<file path="src/rtl/multicycle_ctrl.sv">
// rtl/multicycle_ctrl.sv - multicycle fetch/decode sequencer driving register-file controls c4..c10
module multicycle_ctrl #(
  parameter logic [7:0] PC_RESET = 8'h00
) (
  input  logic       clock,
  input  logic       reset_n,
  input  logic [7:0] mem_data,
  input  logic       mem_ready,
  output logic       mem_req,
  output logic [7:0] mem_addr,
  output logic       c4,
  output logic       c5,
  output logic       c6,
  output logic       c7,
  output logic       c8,
  output logic       c9,
  output logic       c10,
  output logic [2:0] alu_op,
  output logic       src_sel,
  output logic [7:0] imm,
  output logic       halted
);

  typedef enum logic [2:0] {
    S_IDLE,
    S_FETCH,
    S_DECODE,
    S_FETCH_IMM,
    S_EXEC,
    S_WB,
    S_HALT
  } state_t;

  localparam logic [3:0] OP_NOP  = 4'h0;
  localparam logic [3:0] OP_MOV  = 4'h1;
  localparam logic [3:0] OP_ADD  = 4'h2;
  localparam logic [3:0] OP_SUB  = 4'h3;
  localparam logic [3:0] OP_AND  = 4'h4;
  localparam logic [3:0] OP_OR   = 4'h5;
  localparam logic [3:0] OP_XOR  = 4'h6;
  localparam logic [3:0] OP_NOT  = 4'h7;
  localparam logic [3:0] OP_LDI  = 4'h8;
  localparam logic [3:0] OP_HALT = 4'hF;

  state_t     state;
  state_t     state_next;
  logic [7:0] pc;
  logic [7:0] ir;
  logic [3:0] opcode;
  logic [1:0] rd;
  logic [1:0] rs;
  logic       is_alu;
  logic [2:0] alu_dec;

  assign opcode = ir[7:4];
  assign rd     = ir[3:2];
  assign rs     = ir[1:0];

  // Opcode decode: which instructions use the ALU path and their function code
  always_comb begin
    is_alu  = 1'b0;
    alu_dec = 3'b000;
    case (opcode)
      OP_MOV: begin is_alu = 1'b1; alu_dec = 3'b000; end
      OP_ADD: begin is_alu = 1'b1; alu_dec = 3'b001; end
      OP_SUB: begin is_alu = 1'b1; alu_dec = 3'b010; end
      OP_AND: begin is_alu = 1'b1; alu_dec = 3'b011; end
      OP_OR:  begin is_alu = 1'b1; alu_dec = 3'b100; end
      OP_XOR: begin is_alu = 1'b1; alu_dec = 3'b101; end
      OP_NOT: begin is_alu = 1'b1; alu_dec = 3'b110; end
      default: begin is_alu = 1'b0; alu_dec = 3'b000; end
    endcase
  end

  // State register
  always_ff @(posedge clock or negedge reset_n) begin
    if (!reset_n) begin
      state <= S_IDLE;
    end else begin
      state <= state_next;
    end
  end

  // Fetch datapath: instruction, immediate and pc only move on an accepted fetch
  always_ff @(posedge clock or negedge reset_n) begin
    if (!reset_n) begin
      pc  <= PC_RESET;
      ir  <= 8'h00;
      imm <= 8'h00;
    end else if (mem_ready && state == S_FETCH) begin
      ir <= mem_data;
      pc <= pc + 8'd1;
    end else if (mem_ready && state == S_FETCH_IMM) begin
      imm <= mem_data;
      pc  <= pc + 8'd1;
    end
  end

  assign mem_addr = pc;

  // Next-state and Moore control outputs, decoded from registered state only
  always_comb begin
    state_next       = state;
    mem_req          = 1'b0;
    {c4, c5}         = 2'b00;
    {c6, c7}         = 2'b00;
    {c8, c9}         = 2'b00;
    c10              = 1'b0;
    alu_op           = 3'b000;
    src_sel          = 1'b0;
    halted           = 1'b0;
    case (state)
      S_IDLE: begin
        state_next = S_FETCH;
      end
      S_FETCH: begin
        mem_req = 1'b1;
        if (mem_ready) state_next = S_DECODE;
      end
      S_DECODE: begin
        {c4, c5} = rd;
        {c6, c7} = rs;
        {c8, c9} = rd;
        if (opcode == OP_LDI)       state_next = S_FETCH_IMM;
        else if (opcode == OP_HALT) state_next = S_HALT;
        else if (is_alu)            state_next = S_EXEC;
        else                        state_next = S_FETCH;
      end
      S_FETCH_IMM: begin
        mem_req = 1'b1;
        if (mem_ready) state_next = S_WB;
      end
      S_EXEC: begin
        {c4, c5}   = rd;
        {c6, c7}   = rs;
        {c8, c9}   = rd;
        alu_op     = alu_dec;
        state_next = S_WB;
      end
      S_WB: begin
        {c4, c5}   = rd;
        {c6, c7}   = rs;
        {c8, c9}   = rd;
        alu_op     = alu_dec;
        c10        = 1'b1;
        src_sel    = (opcode == OP_LDI);
        state_next = S_FETCH;
      end
      S_HALT: begin
        halted = 1'b1;
      end
      default: begin
        state_next = S_IDLE;
      end
    endcase
  end

  // NOP is handled by the default decode path; named here so the opcode map stays complete
  logic unused_nop;
  assign unused_nop = (OP_NOP == 4'h0);

endmodule

</file>
<file path="config.mk">
export PLATFORM = sky130hd
export DESIGN_NAME = multicycle_ctrl
export DESIGN_NICKNAME = d
export VERILOG_FILES = /design/src/rtl/multicycle_ctrl.sv
export SDC_FILE = /design/constraint.sdc
export NUM_CORES = 1
export LEC_CHECK = 0
export ABC_AREA = 0
export ABC_CLOCK_PERIOD_IN_PS = 3290
export CAP_MARGIN = 20
export CORE_UTILIZATION = 38
export DETAILED_ROUTE_END_ITERATION = 12
export MAX_ROUTING_LAYER = met4
export PLACE_DENSITY = 0.78
export SLEW_MARGIN = 0
export SYNTH_ARGS = -nofsm -noshare
export SYNTH_HDL_FRONTEND = slang
export SYNTH_SLANG_ARGS = --single-unit
export TNS_END_PERCENT = 50
</file>
<file path="constraint.sdc">
create_clock -name clock -period 3.29 [get_ports clock]
set_input_delay 0.658 -clock clock [delete_from_list [all_inputs] [get_ports clock]]
set_output_delay 0.658 -clock clock [all_outputs]
set_load 0.005 [all_outputs]
</file>
# Yosys cells after proc, flatten, opt, wreduce, memory -nomap -nowiden
# Cells that the tools add are included.
totals:
  out_inout_bits: 29
  inputBits: 11
  wordCells: 54
  ff_bits: 27
classes:
  n_bitwise: 2
  add_sub_neg: 1
  n_reduce_logical: 11
  muxes: 19
  eq_ne: 17
ops:
  columns: ["cell", "count"]
  rows:
  - ["case mux 3 bit (6 select lines)", 2]
  - ["two-way mux 3 bit", 6]
  - ["equality test 4 x 3 -> 1 bit, second input constant", 4]
  - ["two-way mux 8 bit", 2]
  - ["equality test 3 bit, second input constant", 3]
  - ["two-way mux 1 bit", 9]
  - ["adder 8 x 1 -> 8 bit, second input constant", 1]
  - ["equality test 4 x 2 -> 1 bit, second input constant", 2]
  - ["equality test 4 bit, second input constant", 2]
  - ["OR reduction 7 bit", 1]
  - ["equality test 3 x 2 -> 1 bit, second input constant", 2]
  - ["OR reduction 2 bit", 3]
  - ["equality test 4 x 1 -> 1 bit, second input constant", 1]
  - ["!= test 2 bit, second input constant", 2]
  - ["equality test 3 x 1 -> 1 bit, second input constant", 1]
  - ["logical NOT 3 bit", 1]
  - ["AND reduction 3 bit", 1]
  - ["OR reduction 3 bit", 1]
  - ["logical AND 1 bit", 2]
  - ["NOT 1 bit", 2]
  - ["AND reduction 2 bit", 1]
  - ["nonzero test 2 bit", 1]

# Longest topological paths before layout
depth:
  ltp_word: 7
  mapped_depth: 5
  mapped_depth_nobuf: 3

# Worst setup path after synthesis
# OpenSTA, ideal clock, no wires.
synth_path:
  kind: "reg-to-output"
  startpoint: "register state[1]"
  endpoint: "output port c8"
  setup_slack_ns: 1.534
  path_stages_with_launch: 6
  n_path_buf: 2
  required_ns: 2.632
  t_arrival_ns: 1.098
  path_cell_list: "dfrtp_1 > buf_4 > nand2b_1 > mux2i_1 > and2_1 > buf_4"
synth_between:
  elab_chain_len: 3
  elab_cells_between_ends: 5
  cone_classes: "eq/ne: 3; mux: 1; reduce/logical: 1"
synth_rtl:
  columns: ["item", "line_no", "text"]
  rows:
  - ["from (decl)", "45", "state_t state;"]
  - ["from (signal assigned)", "80", "state <= state_next;"]
  - ["equality test 3 x 2 -> 1 bit or equality test 3 bit (tied branches)", null, null]
  - ["OR reduction 3 bit (no source line) *", null, null]
  - ["two-way mux 1 bit *", null, null]
  - ["to (decl)", "15", "output logic c8,"]
# Mark *: on every way between the ends. The rest lies on a longest branch, timed or not.

# Worst setup path in the final report
layout_path:
  startpoint: "register state[1]"
  endpoint: "output port c5"
layout_between:
  elab_chain_len: 3
  elab_cells_between_ends: 5
  cone_classes: "eq/ne: 3; mux: 1; reduce/logical: 1"
layout_rtl:
  columns: ["item", "line_no", "text"]
  rows:
  - ["equality test 3 x 2 -> 1 bit or equality test 3 bit (tied branches)", "112", "case (state)"]
  - ["OR reduction 3 bit (no source line) *", null, null]
  - ["two-way mux 1 bit *", "112", null]
  - ["to (decl)", "12", "output logic c5,"]
# Marks and branches as above.

==> results by group <==
Synth
  • Mux contribution to synthesized area: 0.1499
  • Post-Syn Area: approximately 1300 sq um
  • Seq/Total Area, Yosys: 0.5325
  • Compound-gate portion of the synthesized area: 0.04931
  • Ys Warns: 0
  • Synth Instances: 102
  • Post-synthesis xor/xnor area fraction: 0.05523
  • Mapped Avg Cell Area: 12.44 sq um
  • Adder-cell share of the synthesized area: 0.009862
  • Synthesis-stage register bit count: 27
  • Syn Nets: between 100 and 150
  • Synth Area in Simple Gates: 0.1765
  • Netlist cell types: 30
  • Largest family of logic cells by synthesized area: simple AND/OR/NAND/NOR gates

Place
  • DP Area: 1692 sq um
  • Port Buf Inserts: 39
  • Detailed placement HPWL: between 1.5 and 2 mm
  • GPL Wtd Cong: 0.7628
  • Dpl cells: 182

Route
  • Initial DRC count: 17
  • Vias: 906
  • Post-DRT Antenna Nets: 0
  • Avg Vias per Cell: just under 5
  • WL/cell: ~14 um
  • Pre-antenna DRT Iters: 3
  • Residual DRC: 0
  • Total Wirelength: between 2 and 3 mm

Floorplan
  • I/O Pins: 40
  • Overall die width: 59.78 um
  • Core outline area: 3103 sq um
  • Row cnt: 20
  • Initial Util: 0.4089
  • DIE AREA: about 3600 sq um
  • Die H: 59.78 um

STA
  • Worst Tran Pin Value: 450.0 ps
  • Final period utilization: 0.8706
  • Final Setup Violations: 0
  • Setup tns final: 0 ps
  • Clock Skews: 1.474 ps
  • Fmax: roughly 0.35 GHz
  • Max-slew violation count: 0
  • Slew HR: 0.7000
  • Endpoints failing hold: 0
  • RSZ-0062 raised after global routing: false
  • Final min period: roughly 2900 ps

Power
  • Clock Power Share: 0.290
  • Reg power frac: 0.667
  • Maximum vdd drop: 0.1922 mV
  • Sw Pwr: 106.5 uW
  • Leak pwr: 0.0008183 uW
  • Logic gate share of total power: 0.043
  • Sw frac: 0.2141
  • Internal Power: 391.0 uW
  • Power Density: 289.6 nW/um^2

Min path
  • Hold Path Stages: 1
  • Hold crit path type: flop to flop

Cells and area
  • Finished Core Util: 0.5536
  • Area delta synth->final: 35.40%
  • Commonest non-fill, non-tap cell in the layout: clkdlybuf4s50_1
  • Finished Cell Area: 1718 sq um
  • Layout Cells excl Fill: 186
  • Commonest cells after routing, fill and taps aside: clkdlybuf4s50_1, dfrtp_1, mux2_2, nand2_1
  • Diodes inserted: 0
  • Net count, final: between 150 and 200
  • Share of cells above drive strength 1: 0.1831

Clock tree
  • TritonCTS Buffers: 3
  • Root Buffer: clkbuf_4
  • CTS tree: built
  • Post-CTS Resized: 0
  • Cts-stage hold buffer count: 0
  • Post-CTS Setup Repair Bufs: 0
  • Clock transition at path regs: 140 ps
  • CTS Buffer Depth: 2
  • Clock sink count: 27
  • Worst-Skew Late Latency: 320 ps
  • CTS HTree Levels: 1

Global route
  • Vias in the first global route: 866
  • Largest net degree at the start of global routing: 28
  • First-pass GRT wire length: 4.112 mm
  • Total gr overflow: 0
  • Initial antenna violation count: 0
  • Total track usage: 0.1595

Worst setup path
  • CP Data Arrival Time: 2210 ps
  • R2R cell count: 3
  • Setup CP Type: flop to output pin
  • Number of stages on the worst setup path: 4
  • CP Max Fanout: 9
  • Crit start category: flop
  • CP delay by family, top: flip-flops
  • Nature of the critical path endpoint: output pin
  • Critical Path, Cell by Cell: nand2b_1 > mux2i_1 > and2_1 > clkdlybuf4s50_1
  • Critical path buffer and inverter count: 1
  • CP required: 2630 ps
  • Slowest-stage cell, CP: dfrtp_1
  • Slowest stage delay, CP: 650 ps

Run
  • MaxCap Viol Count: 0

Outcome
  • Status: finished, final reports clean
## cells by family after synthesis
family                     count (synthesis)
xor gates and xnor gates                   8
and+or+nand+nor                           36
muxes                                     17
DFF                                       27
adders and majority gates                  1
AOI/OAI and AO/OA                          8
buffers and inverters                      5
## Yosys cell counts
master,count,share of area
a21bo_2,1,0.0079
a21oi_1,1,0.0039
a2bb2oi_1,2,0.014
and2_1,4,0.020
and2b_2,1,0.0069
and3_1,2,0.0099
and3b_1,1,0.0069
and4b_1,1,0.0079
buf_4,4,0.024
dfrtp_1,27,0.53
ha_1,1,0.0099
inv_1,1,0.0030
mux2_2,16,0.14
mux2i_1,1,0.0079
nand2_1,8,0.024
nand2_4,1,0.0089
nand2b_1,1,0.0049
nand3_1,1,0.0039
nand3b_2,1,0.0089
nand4_1,3,0.015
nor2_1,4,0.012
nor2_8,1,0.016
nor3_1,4,0.016
nor3b_1,2,0.012
o21ai_0,2,0.0079
o221a_2,1,0.0089
o221ai_1,1,0.0069
or3_1,1,0.0049
xnor2_1,4,0.028
xor2_1,4,0.028
## path summary, 6_finish.rpt
| kind | from | end | slack (ps) |
|---|---|---|---|
| max | state[1]$_DFFE_PN0P_ | c5 | 430 |
| min | mem_addr[7]$_DFFE_PN0P_ | mem_addr[7]$_DFFE_PN0P_ | 500 |
| max reg2reg | state[2]$_DFFE_PN0P_ | ir[1]$_DFFE_PN0P_ | 1790 |
| min reg2reg | mem_addr[7]$_DFFE_PN0P_ | mem_addr[7]$_DFFE_PN0P_ | 500 |
| max in group asynchronous | reset_n | ir[3]$_DFFE_PN0P_ | 2350 |
| min in group asynchronous | reset_n | mem_addr[6]$_DFFE_PN0P_ | 690 |
## layout make-up
type,count,area (sq um)
inverters,1,3.754
flip-flops and latches,27,675.6
well taps,44,55.05
clock buffers,4,26.28
repair buffers,40,397.9
multi-input cells,70,559.3
fillers,293,1385
## registers in the layout, summed over array words and instances, names as in the netlist
name	count
state	3
ir	8
imm	8
mem_addr	8
## routing by layer
metal  vias up  part of all wire  GRT usage
li1        436                 -          -
met1       455              0.49     0.2139
met2        13              0.49     0.2476
met3         2             0.011   0.006494
met4         0             0.011    0.07973
met5         -                 0          -
## power by group through the flow
stage | clock (uW) | sequential, uW | combinational (uW)
finish | 144 | 332 | 21.2
floorplan | 0 | 338 | 0.550
global placement | 0 | 338 | 21.3
CTS | 148 | 332 | 21.7
detailed placement | 0 | 338 | 21.7
global route | 161 | 332 | 23.6
## stage by stage
step	power (uW)	hold WS [ps]	setup slack [ps]
2_1_floorplan	338.8	362.4	1534
3_3_place_gp	359.4	467.4	895.9
3_5_place_dp	359.8	485.1	777.4
4_1_cts	501.4	506.4	385.9
5_1_grt	517.2	519.9	269.7
6_report	497.5	502.4	425.6
Note: power is estimated with default switching activity, not from simulation.
